## config.mk

```make
export PLATFORM = sky130hd
export DESIGN_NAME = vx_warp_ctl_flat
export DESIGN_NICKNAME = d
export VERILOG_FILES = /design/src/rtl/vx_warp_ctl_pkg.sv /design/src/rtl/vx_warp_ctl_if.sv /design/src/rtl/vx_warp_ctl_rr_arbiter.sv /design/src/rtl/vx_warp_ctl.sv /design/src/flat_wrapper.sv
export SDC_FILE = /design/constraint.sdc
export NUM_CORES = 1
export LEC_CHECK = 0
export ABC_AREA = 1
export CAP_MARGIN = 30
export CORE_MARGIN = 3
export CORE_UTILIZATION = 30
export CTS_CLUSTER_DIAMETER = 100
export DETAILED_ROUTE_END_ITERATION = 10
export MAX_ROUTING_LAYER = met4
export PLACE_DENSITY_LB_ADDON = 0.12
export SLEW_MARGIN = 20
export SYNTH_ARGS = -nofsm -noshare
export SYNTH_HDL_FRONTEND = slang
export SYNTH_SLANG_ARGS = --single-unit
export TNS_END_PERCENT = 20
```

## constraint.sdc

```tcl
create_clock -name clk -period 12.36 [get_ports clk]
set_input_delay 1.854 -clock clk [delete_from_list [all_inputs] [get_ports clk]]
set_output_delay 1.854 -clock clk [all_outputs]
set_load 0.05 [all_outputs]
```

## src/rtl/vx_warp_ctl_pkg.sv

```systemverilog
// Shared warp-control definitions: thread/warp counts, warp-ID width, PC step.
package vx_warp_ctl_pkg;

    localparam int unsigned NT      = 4;            // threads per warp
    localparam int unsigned NW      = 8;            // warp count, power of two 2..32
    localparam int unsigned NW_BITS = $clog2(NW);   // warp-ID width
    localparam logic [31:0] PC_STEP = 32'd4;        // sequential fetch step

    typedef logic [NW_BITS-1:0] warp_id_t;
    typedef logic [NT-1:0]      tmask_t;

    // Mask with only lane 0 enabled: how a freshly started warp begins.
    function automatic tmask_t lane0_mask();
        return tmask_t'(1);
    endfunction

endpackage

```

## src/rtl/vx_warp_ctl_if.sv

```systemverilog
// Warp-control bus: pipeline feedback in, issue information out.
interface vx_warp_ctl_if;
    import vx_warp_ctl_pkg::*;

    logic          stall;
    logic [NW-1:0] in_warp_stall;
    logic          in_change_mask;
    warp_id_t      in_cm_warp_num;
    tmask_t        in_thread_mask;
    logic          in_jal;
    logic [31:0]   in_jal_dest;
    logic          in_branch_dir;
    logic [31:0]   in_branch_dest;
    warp_id_t      in_ctl_warp_num;
    logic          in_wspawn;
    logic [31:0]   in_wspawn_pc;
    logic [31:0]   out_PC;
    tmask_t        out_valid;
    warp_id_t      out_warp_num;
    logic          out_fire;
    logic          out_busy;

    // Pipeline side: drives feedback, observes the issued warp.
    modport master (
        output stall, in_warp_stall, in_change_mask, in_cm_warp_num, in_thread_mask,
               in_jal, in_jal_dest, in_branch_dir, in_branch_dest, in_ctl_warp_num,
               in_wspawn, in_wspawn_pc,
        input  out_PC, out_valid, out_warp_num, out_fire, out_busy
    );

    // Warp controller side.
    modport slave (
        input  stall, in_warp_stall, in_change_mask, in_cm_warp_num, in_thread_mask,
               in_jal, in_jal_dest, in_branch_dir, in_branch_dest, in_ctl_warp_num,
               in_wspawn, in_wspawn_pc,
        output out_PC, out_valid, out_warp_num, out_fire, out_busy
    );

endinterface

```

## src/rtl/vx_warp_ctl_rr_arbiter.sv

```systemverilog
// Round-robin picker: first requester after ptr, wrapping modulo NW.
module vx_warp_ctl_rr_arbiter
    import vx_warp_ctl_pkg::*;
(
    input  logic [NW-1:0] request,
    input  warp_id_t      ptr,
    output logic [NW-1:0] grant,
    output warp_id_t      grant_idx,
    output logic          grant_valid
);

    warp_id_t idx;

    // Scan ptr+1 .. ptr+NW; NW is a power of two so the index wraps naturally.
    always_comb begin
        grant_valid = 1'b0;
        grant_idx   = ptr;
        idx         = '0;
        for (int i = 1; i <= int'(NW); i++) begin
            idx = ptr + warp_id_t'(i);
            if (!grant_valid && request[idx]) begin
                grant_valid = 1'b1;
                grant_idx   = idx;
            end
        end
        grant = grant_valid ? (NW'(1) << grant_idx) : '0;
    end

endmodule

```

## src/rtl/vx_warp_ctl.sv

```systemverilog
// Warp controller: per-warp PC/mask state and zero-latency round-robin issue.
module vx_warp_ctl
    import vx_warp_ctl_pkg::*;
#(
    parameter logic [31:0] RESET_PC = 32'h0
) (
    input  logic          clk,
    input  logic          reset,
    vx_warp_ctl_if.slave  bus
);

    logic [31:0]   pc_q   [NW];
    logic [31:0]   pc_d   [NW];
    tmask_t        mask_q [NW];
    tmask_t        mask_d [NW];
    warp_id_t      rr_ptr_q, rr_ptr_d;

    logic [NW-1:0] active;
    logic [NW-1:0] eligible;
    logic [NW-1:0] grant;
    warp_id_t      grant_idx;
    logic          grant_valid;

    // A warp is active whenever it has any live thread; global stall blocks all issue.
    always_comb begin
        for (int w = 0; w < int'(NW); w++) begin
            active[w]   = |mask_q[w];
            eligible[w] = active[w] && !bus.in_warp_stall[w] && !bus.stall;
        end
    end

    vx_warp_ctl_rr_arbiter u_rr_arbiter (
        .request     (eligible),
        .ptr         (rr_ptr_q),
        .grant       (grant),
        .grant_idx   (grant_idx),
        .grant_valid (grant_valid)
    );

    // Issue outputs come straight from registered state, never from same-cycle updates.
    always_comb begin
        bus.out_fire     = grant_valid;
        bus.out_PC       = grant_valid ? pc_q[grant_idx]   : 32'h0;
        bus.out_valid    = grant_valid ? mask_q[grant_idx] : '0;
        bus.out_warp_num = grant_valid ? grant_idx         : rr_ptr_q;
        bus.out_busy     = |active;
    end

    // Next state, lowest priority first: pc is +4 < redirect < wspawn,
    // mask is wspawn < change_mask. Spawn eligibility uses the current active set.
    always_comb begin
        rr_ptr_d = grant_valid ? grant_idx : rr_ptr_q;
        for (int w = 0; w < int'(NW); w++) begin
            pc_d[w]   = pc_q[w];
            mask_d[w] = mask_q[w];
            if (grant[w]) begin
                pc_d[w] = pc_q[w] + PC_STEP;
            end
            if (bus.in_ctl_warp_num == warp_id_t'(w)) begin
                if (bus.in_jal) begin
                    pc_d[w] = bus.in_jal_dest;
                end else if (bus.in_branch_dir) begin
                    pc_d[w] = bus.in_branch_dest;
                end
            end
            if (bus.in_wspawn && (w != 0) && !active[w]) begin
                pc_d[w]   = bus.in_wspawn_pc;
                mask_d[w] = lane0_mask();
            end
            if (bus.in_change_mask && (bus.in_cm_warp_num == warp_id_t'(w))) begin
                mask_d[w] = bus.in_thread_mask;
            end
        end
    end

    // State registers; reset leaves only warp 0 running and points rr at the last warp.
    always_ff @(posedge clk or posedge reset) begin
        if (reset) begin
            rr_ptr_q <= warp_id_t'(NW - 1);
            for (int w = 0; w < int'(NW); w++) begin
                pc_q[w]   <= (w == 0) ? RESET_PC : 32'h0;
                mask_q[w] <= (w == 0) ? lane0_mask() : '0;
            end
        end else begin
            rr_ptr_q <= rr_ptr_d;
            for (int w = 0; w < int'(NW); w++) begin
                pc_q[w]   <= pc_d[w];
                mask_q[w] <= mask_d[w];
            end
        end
    end

endmodule

```

## src/flat_wrapper.sv

```systemverilog
// flat-port wrapper written by rule: the top's interface ports become plain ports
module vx_warp_ctl_flat import vx_warp_ctl_pkg::*;
#(
    parameter logic [31:0] RESET_PC = 32'h0
)
  (clk, reset, bus_stall, bus_in_warp_stall, bus_in_change_mask, bus_in_cm_warp_num, bus_in_thread_mask, bus_in_jal, bus_in_jal_dest, bus_in_branch_dir, bus_in_branch_dest, bus_in_ctl_warp_num, bus_in_wspawn, bus_in_wspawn_pc, bus_out_PC, bus_out_valid, bus_out_warp_num, bus_out_fire, bus_out_busy);
  vx_warp_ctl_if bus_i ();
  input  logic clk;
  input  logic reset;
  input wire logic [$bits(bus_i.stall)-1:0] bus_stall;
  input wire logic [$bits(bus_i.in_warp_stall)-1:0] bus_in_warp_stall;
  input wire logic [$bits(bus_i.in_change_mask)-1:0] bus_in_change_mask;
  input wire logic [$bits(bus_i.in_cm_warp_num)-1:0] bus_in_cm_warp_num;
  input wire logic [$bits(bus_i.in_thread_mask)-1:0] bus_in_thread_mask;
  input wire logic [$bits(bus_i.in_jal)-1:0] bus_in_jal;
  input wire logic [$bits(bus_i.in_jal_dest)-1:0] bus_in_jal_dest;
  input wire logic [$bits(bus_i.in_branch_dir)-1:0] bus_in_branch_dir;
  input wire logic [$bits(bus_i.in_branch_dest)-1:0] bus_in_branch_dest;
  input wire logic [$bits(bus_i.in_ctl_warp_num)-1:0] bus_in_ctl_warp_num;
  input wire logic [$bits(bus_i.in_wspawn)-1:0] bus_in_wspawn;
  input wire logic [$bits(bus_i.in_wspawn_pc)-1:0] bus_in_wspawn_pc;
  output wire logic [$bits(bus_i.out_PC)-1:0] bus_out_PC;
  output wire logic [$bits(bus_i.out_valid)-1:0] bus_out_valid;
  output wire logic [$bits(bus_i.out_warp_num)-1:0] bus_out_warp_num;
  output wire logic [$bits(bus_i.out_fire)-1:0] bus_out_fire;
  output wire logic [$bits(bus_i.out_busy)-1:0] bus_out_busy;
  assign bus_i.stall = bus_stall;
  assign bus_i.in_warp_stall = bus_in_warp_stall;
  assign bus_i.in_change_mask = bus_in_change_mask;
  assign bus_i.in_cm_warp_num = bus_in_cm_warp_num;
  assign bus_i.in_thread_mask = bus_in_thread_mask;
  assign bus_i.in_jal = bus_in_jal;
  assign bus_i.in_jal_dest = bus_in_jal_dest;
  assign bus_i.in_branch_dir = bus_in_branch_dir;
  assign bus_i.in_branch_dest = bus_in_branch_dest;
  assign bus_i.in_ctl_warp_num = bus_in_ctl_warp_num;
  assign bus_i.in_wspawn = bus_in_wspawn;
  assign bus_i.in_wspawn_pc = bus_in_wspawn_pc;
  assign bus_out_PC = bus_i.out_PC;
  assign bus_out_valid = bus_i.out_valid;
  assign bus_out_warp_num = bus_i.out_warp_num;
  assign bus_out_fire = bus_i.out_fire;
  assign bus_out_busy = bus_i.out_busy;
  vx_warp_ctl #(.RESET_PC(RESET_PC)) u_core (.clk(clk), .reset(reset), .bus(bus_i));
endmodule
```

; Word-level counts from Yosys, hierarchy flattened
; Index checks and enable logic that the tools add are counted.
[totals]
regBits = 291
latchBits = 0
mem_bits_rw = 0
rom_bits = 0
input_bits = 121
out_inout_bits = 41
wordCells = 231
mem_count = 0
[op_classes]
addsub = 15
n_mul = 0
div = 0
magnitude_cmp = 9
eq_ne = 14
n_shift = 1
muxes = 95
bitwise = 1
n_reduce_logical = 79
[op_table]
columns = operator, n
row1 = 2-to-1 mux 32 bit, 42
row2 = adder 32 x 3 -> 32 bit (second input constant), 8
row3 = binary-select mux 32 bit (select 3 bit), 1
row4 = 2-to-1 mux 4 bit, 17
row5 = logical AND 1 bit, 38
row6 = less-than comparator 3 x 4 -> 1 bit (second input constant), 8
row7 = OR reduction 32 bit, 1
row8 = OR reduction 4 bit, 8
row9 = 2-to-1 mux 3 bit, 9
row10 = binary-select mux 1 bit (select 3 bit), 8
row11 = equality test 3 bit (second input constant), 8
row12 = logical NOT 1 bit, 23
row13 = 2-to-1 mux 1 bit, 16
row14 = nonzero test 2 bit, 7
row15 = adder 3 bit (second input constant), 4
row16 = binary-select mux 4 bit (select 3 bit), 1
row17 = equality test 3 x 2 -> 1 bit (second input constant), 4
row18 = 2-to-1 mux 8 bit, 1
row19 = left shift 1 x 3 -> 8 bit (first input constant), 1
row20 = adder 3 x 2 -> 3 bit (second input constant), 2
row21 = equality test 3 x 1 -> 1 bit (second input constant), 2
row22 = logical NOT 3 bit, 2
row23 = greater-or-equal comparator 4 bit (second input constant), 1
row24 = inverter 3 -> 4 bit, 1
row25 = adder 3 x 1 -> 3 bit (second input constant), 1

; Depth between registers and ports, before layout
[logic_depth]
depth_word = 34
ltp_mapped = 26
mapped_depth_nobuf = 23

; By module
; A second synthesis with hierarchy kept.
[unflattened]
hier_cells = 3542
hier_area_um2 = 23035.8
[by_module_without_submodules]
columns = module, n_inst, cells_per_inst, area_each_um2, seq_area_each_um2
row1 = vx_warp_ctl, 1, 3375, 22181.3, 7287.0
row2 = vx_warp_ctl_rr_arbiter, 1, 167, 854.6, 0.0

; Worst setup path after synthesis
; OpenSTA, ideal clock, no wires.
[synth_timing]
path_kind = input to output
startpoint = input port bus_stall
endpoint = output port bus_out_PC[11]
arrival_ns = 4.595
t_required_ns = 10.506
path_slack_ns = 5.911
path_stages = 18
n_path_buf = 3
path_cell_list = buf_4 nor2_1 nand3_1 nand3_1 nand2_1 nand2_1 nand2_2 nand3_2 nor2_4 nand4_4 nand2_1 nor2_1 nor2_1 nor2_2 buf_4 buf_2 nand3_1 nand2_1
[synth_between]
elab_chain_len = 31
elab_cells_between_ends = 60
cone_classes = mux (36) / bitwise (1) / reduce/logical (23)
[synth_rtl]
columns = element, line
row1 = from (decl), flat_wrapper.sv:10  ; input wire logic [$bits(bus_i.stall)-1:0] bus_stall;
row2 = logical NOT 1 bit *, vx_warp_ctl.sv:28  ; eligible[w] = active[w] && !bus.in_warp_stall[w] && !bus.stall;
row3 = logical AND 1 bit, vx_warp_ctl.sv:28
row4 = binary-select mux 1 bit (select 3 bit), vx_warp_ctl_rr_arbiter.sv:21  ; if (!grant_valid && request[idx]) begin
row5 = 2-to-1 mux 1 bit (implied by the code), vx_warp_ctl_rr_arbiter.sv:21
row6 = 2-to-1 mux 1 bit, vx_warp_ctl_rr_arbiter.sv:21
row7 = logical NOT 1 bit, vx_warp_ctl_rr_arbiter.sv:21
row8 = logical AND 1 bit, vx_warp_ctl_rr_arbiter.sv:21
row9 = 2-to-1 mux 1 bit, vx_warp_ctl_rr_arbiter.sv:21
row10 = (+14 left out), n/a
row11 = 2-to-1 mux 1 bit, vx_warp_ctl_rr_arbiter.sv:21
row12 = logical NOT 1 bit, vx_warp_ctl_rr_arbiter.sv:21
row13 = logical AND 1 bit, vx_warp_ctl_rr_arbiter.sv:21
row14 = 2-to-1 mux 3 bit, vx_warp_ctl_rr_arbiter.sv:21
row15 = inverter 3 -> 4 bit (implied by the code), vx_warp_ctl.sv:43  ; bus.out_PC = grant_valid ? pc_q[grant_idx] : 32'h0;
row16 = binary-select mux 32 bit (select 3 bit), vx_warp_ctl.sv:43
row17 = 2-to-1 mux 32 bit (implied by the code) (2 in a row), vx_warp_ctl.sv:43
row18 = 2-to-1 mux 32 bit *, vx_warp_ctl.sv:43
row19 = to (decl), flat_wrapper.sv:22  ; output wire logic [$bits(bus_i.out_PC)-1:0] bus_out_PC;
; Mark *: on every way between the ends. The rest lies on a longest branch, timed or not. The select of a mux whose other input is x is not followed.

; Worst setup path in the final report
[layout_timing]
startpoint = input port bus_stall
endpoint = output port bus_out_PC[21]
; The elaborated chain is that of the path after synthesis.

==> out/results.tsv <==
metric	value	unit
use_met3	0.0596	
utilization	0.351	
final.min_clock_period	8.80	ns
antenna_found_initial	4	
overflow	0	
cpMaxStageDelayCell	clkdlybuf4s50_1	
grt_pass1_wl	199	mm
ys_seq_area_frac	0.291	
clockRootBuffer	clkbuf_16	
end_kind	output port	
critPathRequiredTime	10.51	ns
start_util	0.304	
grt-busiest-layer	met2	
hold_viol	0	
yosysWarnings	0	
synth_nets	4195	
rsz0062_at_grt	no	
clk_pin_slew_worst_paths	0.06	ns
arrival	6.94	ns
die-area	87000	um2
area_delta_synth_final	15.5	%
synth_area	25000	um2
path_buf_inv	5	
async_reset_ff_frac	1.00	
htreeDepth	2	
min_path_type	flop to flop	
hpwl	102	mm
ant_nets	0	
die_x	295	um
maxCapViolCount	0	
cts_hold_buf	0	
cts_tree	built	
mostFrequentLayoutCell	nand2_1	
crit_fanout	45	
drv_slew	0	
grt_max_degree	125	
avgRoutedWirePerCell	26.9	um
layout-drive-gt1-share	0.0468	
final.period_utilization	0.712	
cp_slowest_stage_delay	0.83	ns
crit_top_cell	nand2_1	
whs	0.504	ns
rows	105	
drc	0	
synth-edff-count	0	
grt_use_total	0.328	
use_met1	0.445	
first_pass_iters	6	
syn_inst	4064	
cts_resized	0	
crit_chain	clkdlybuf4s50_1 -> nor2_1 -> nand3_1 -> nand3_1 -> nand2_1 -> nand2_1 -> nand2_1 -> inv_1 -> nor2_4 -> nand4_4 -> nand2_1 -> inv_1 -> nand2_4 -> nand2_4 -> nand2_4 -> inv_2 -> a21oi_1 -> nand3_1 -> nand2_1 -> clkdlybuf4s50_1	
ctsLongestPathBuffers	3	
setup_violations	0	
ys.flop_type	dfrtp_1	
place_congestion	1.03	
die_h	295	um
grt_pass1_vias	27000	
tritoncts.num_buffers	42	
slew-limit-headroom	0.227	
core_area	82400	um2
crit_family	simple AND/OR/NAND/NOR gates	
drt_wl_total	141	mm
vias	28800	
fill_cells	9315	
routed_via_density	5.50	
clock_latency	0.60	ns
yosysUniqueCellTypes	49	
cts_sinks	291	
grtUsageMet2	0.472	
yosys-top-cells-area	dfrtp_1, nand2_1, inv_1	
first_iter_violations	3482	
crit_type	input port to output port	
cp-start-kind	input port	
layout_common_cells	nand2_1, inv_1, nor2_1, nand3_1, dfrtp_1	
outcome	completed	
fin_skew	0.0399	ns
nNetsFinal	4268	
worstMarginPinSlew	1.15	ns
fmax	114	MHz
synth_top_area_frac	0.287	
port_buffers	161	
post_cts_buffers	0	
pin_count	162	
finalSetupTns	0	ns
synth_seq_cells	291	
yosys.area.top_type	dfrtp_1	
synth.avg_cell_area	6.16	um2
[registers in the layout, summed over array words and instances, names as in the netlist]
name	flops
u_core.rr_ptr_q	3
u_core.pc_q	256
u_core.mask_q	32
[Yosys cell counts (2+ instances only)]
cell and count:
nand2_1 1322, inv_1 547, nor2_1 382, nand3_1 305, dfrtp_1 287, o22ai_1 215
xor2_1 161, nor3_1 118, o21ai_0 109, a21oi_1 103, clkbuf_1 71, nand4_1 61
nor4_1 57, buf_2 50, o21ai_1 47, xnor2_1 26, o21bai_1 20, nand2_2 17
buf_6 16, buf_1 15, buf_4 15, a21o_1 13, inv_2 11, o21ai_2 11
ha_1 10, nor2_2 10, o221ai_1 8, nand2_4 6, o211ai_1 6, or2_2 6
nor2_4 5, dfstp_2 4, nor3b_1 4, o22a_1 4, clkinv_1 3, nand3_2 3
nand3_4 3, nand4_2 2
[final cells by class]
type	count	area (um2)	share of cell area
flip-flops and latches	291	7290	0.252
clock buffers	58	1230	0.0427
inverters	562	2120	0.0733
clock inverters	15	189	0.00653
well taps	1070	1340	0.0463
repair buffers	198	1950	0.0675
diodes	2	5.00	0.000173
multi-input cells	3042	14800	0.512
[worst paths after layout]
kind,depth (start not counted),slack [ns],startpoint,end
max reg2reg,19,7.02,u_core.rr_ptr_q[0]$_DFF_PP1_,u_core.pc_q[81]$_DFF_PP0_
min in group asynchronous,2,1.79,reset,u_core.pc_q[3]$_DFF_PP0_
max,20,3.56,bus_stall,bus_out_PC[21]
min reg2reg,2,0.50,u_core.pc_q[32]$_DFFE_PP0P_,u_core.pc_q[32]$_DFFE_PP0P_
max in group asynchronous,5,8.19,reset,u_core.mask_q[30]$_DFFE_PP0P_
min,2,0.50,u_core.pc_q[32]$_DFFE_PP0P_,u_core.pc_q[32]$_DFFE_PP0P_
[worst register-to-register path, delay by kind of cell, from the launching register on]
| kind | cells | cell delay [ns] |
|---|---|---|
| DFF | 1 | 0.73 |
| adders and majority gates | 1 | 0.48 |
| buffers and inverters | 4 | 1.18 |
| AOI/OAI and AO/OA | 1 | 0.39 |
| and+or+nand+nor | 13 | 2.50 |
[cell families after synthesis]
family          after synthesis  synth area share
simple gates               2305             0.390
buf+inv                     731             0.120
compound gates              536             0.125
flops                       291             0.291
xor+xnor                    190            0.0683
fa+ha+maj                    10           0.00500
mux                           1          0.000450
[routing by layer]
metal | vias up | wire, um
li1 | 13200 | -
met1 | 13800 | 60500
met2 | 1554 | 58600
met3 | 246 | 14100
met4 | 0 | 7530
met5 | - | 0
[through the flow]
stage | area [um2] | cells | setup WS [ns]
after floorplan | 25000 | 4064 | 2.48
after global placement | 27400 | 5159 | 3.66
after detailed placement | 27400 | 5160 | 3.70
after CTS | 28900 | 5233 | 3.69
after global routing | 28900 | 5238 | 3.34
final | 28900 | 5238 | 3.56
Power is left out: the tool's default activity adds up to more than one toggle a clock period on the data nets, which glitch-free logic cannot reach.
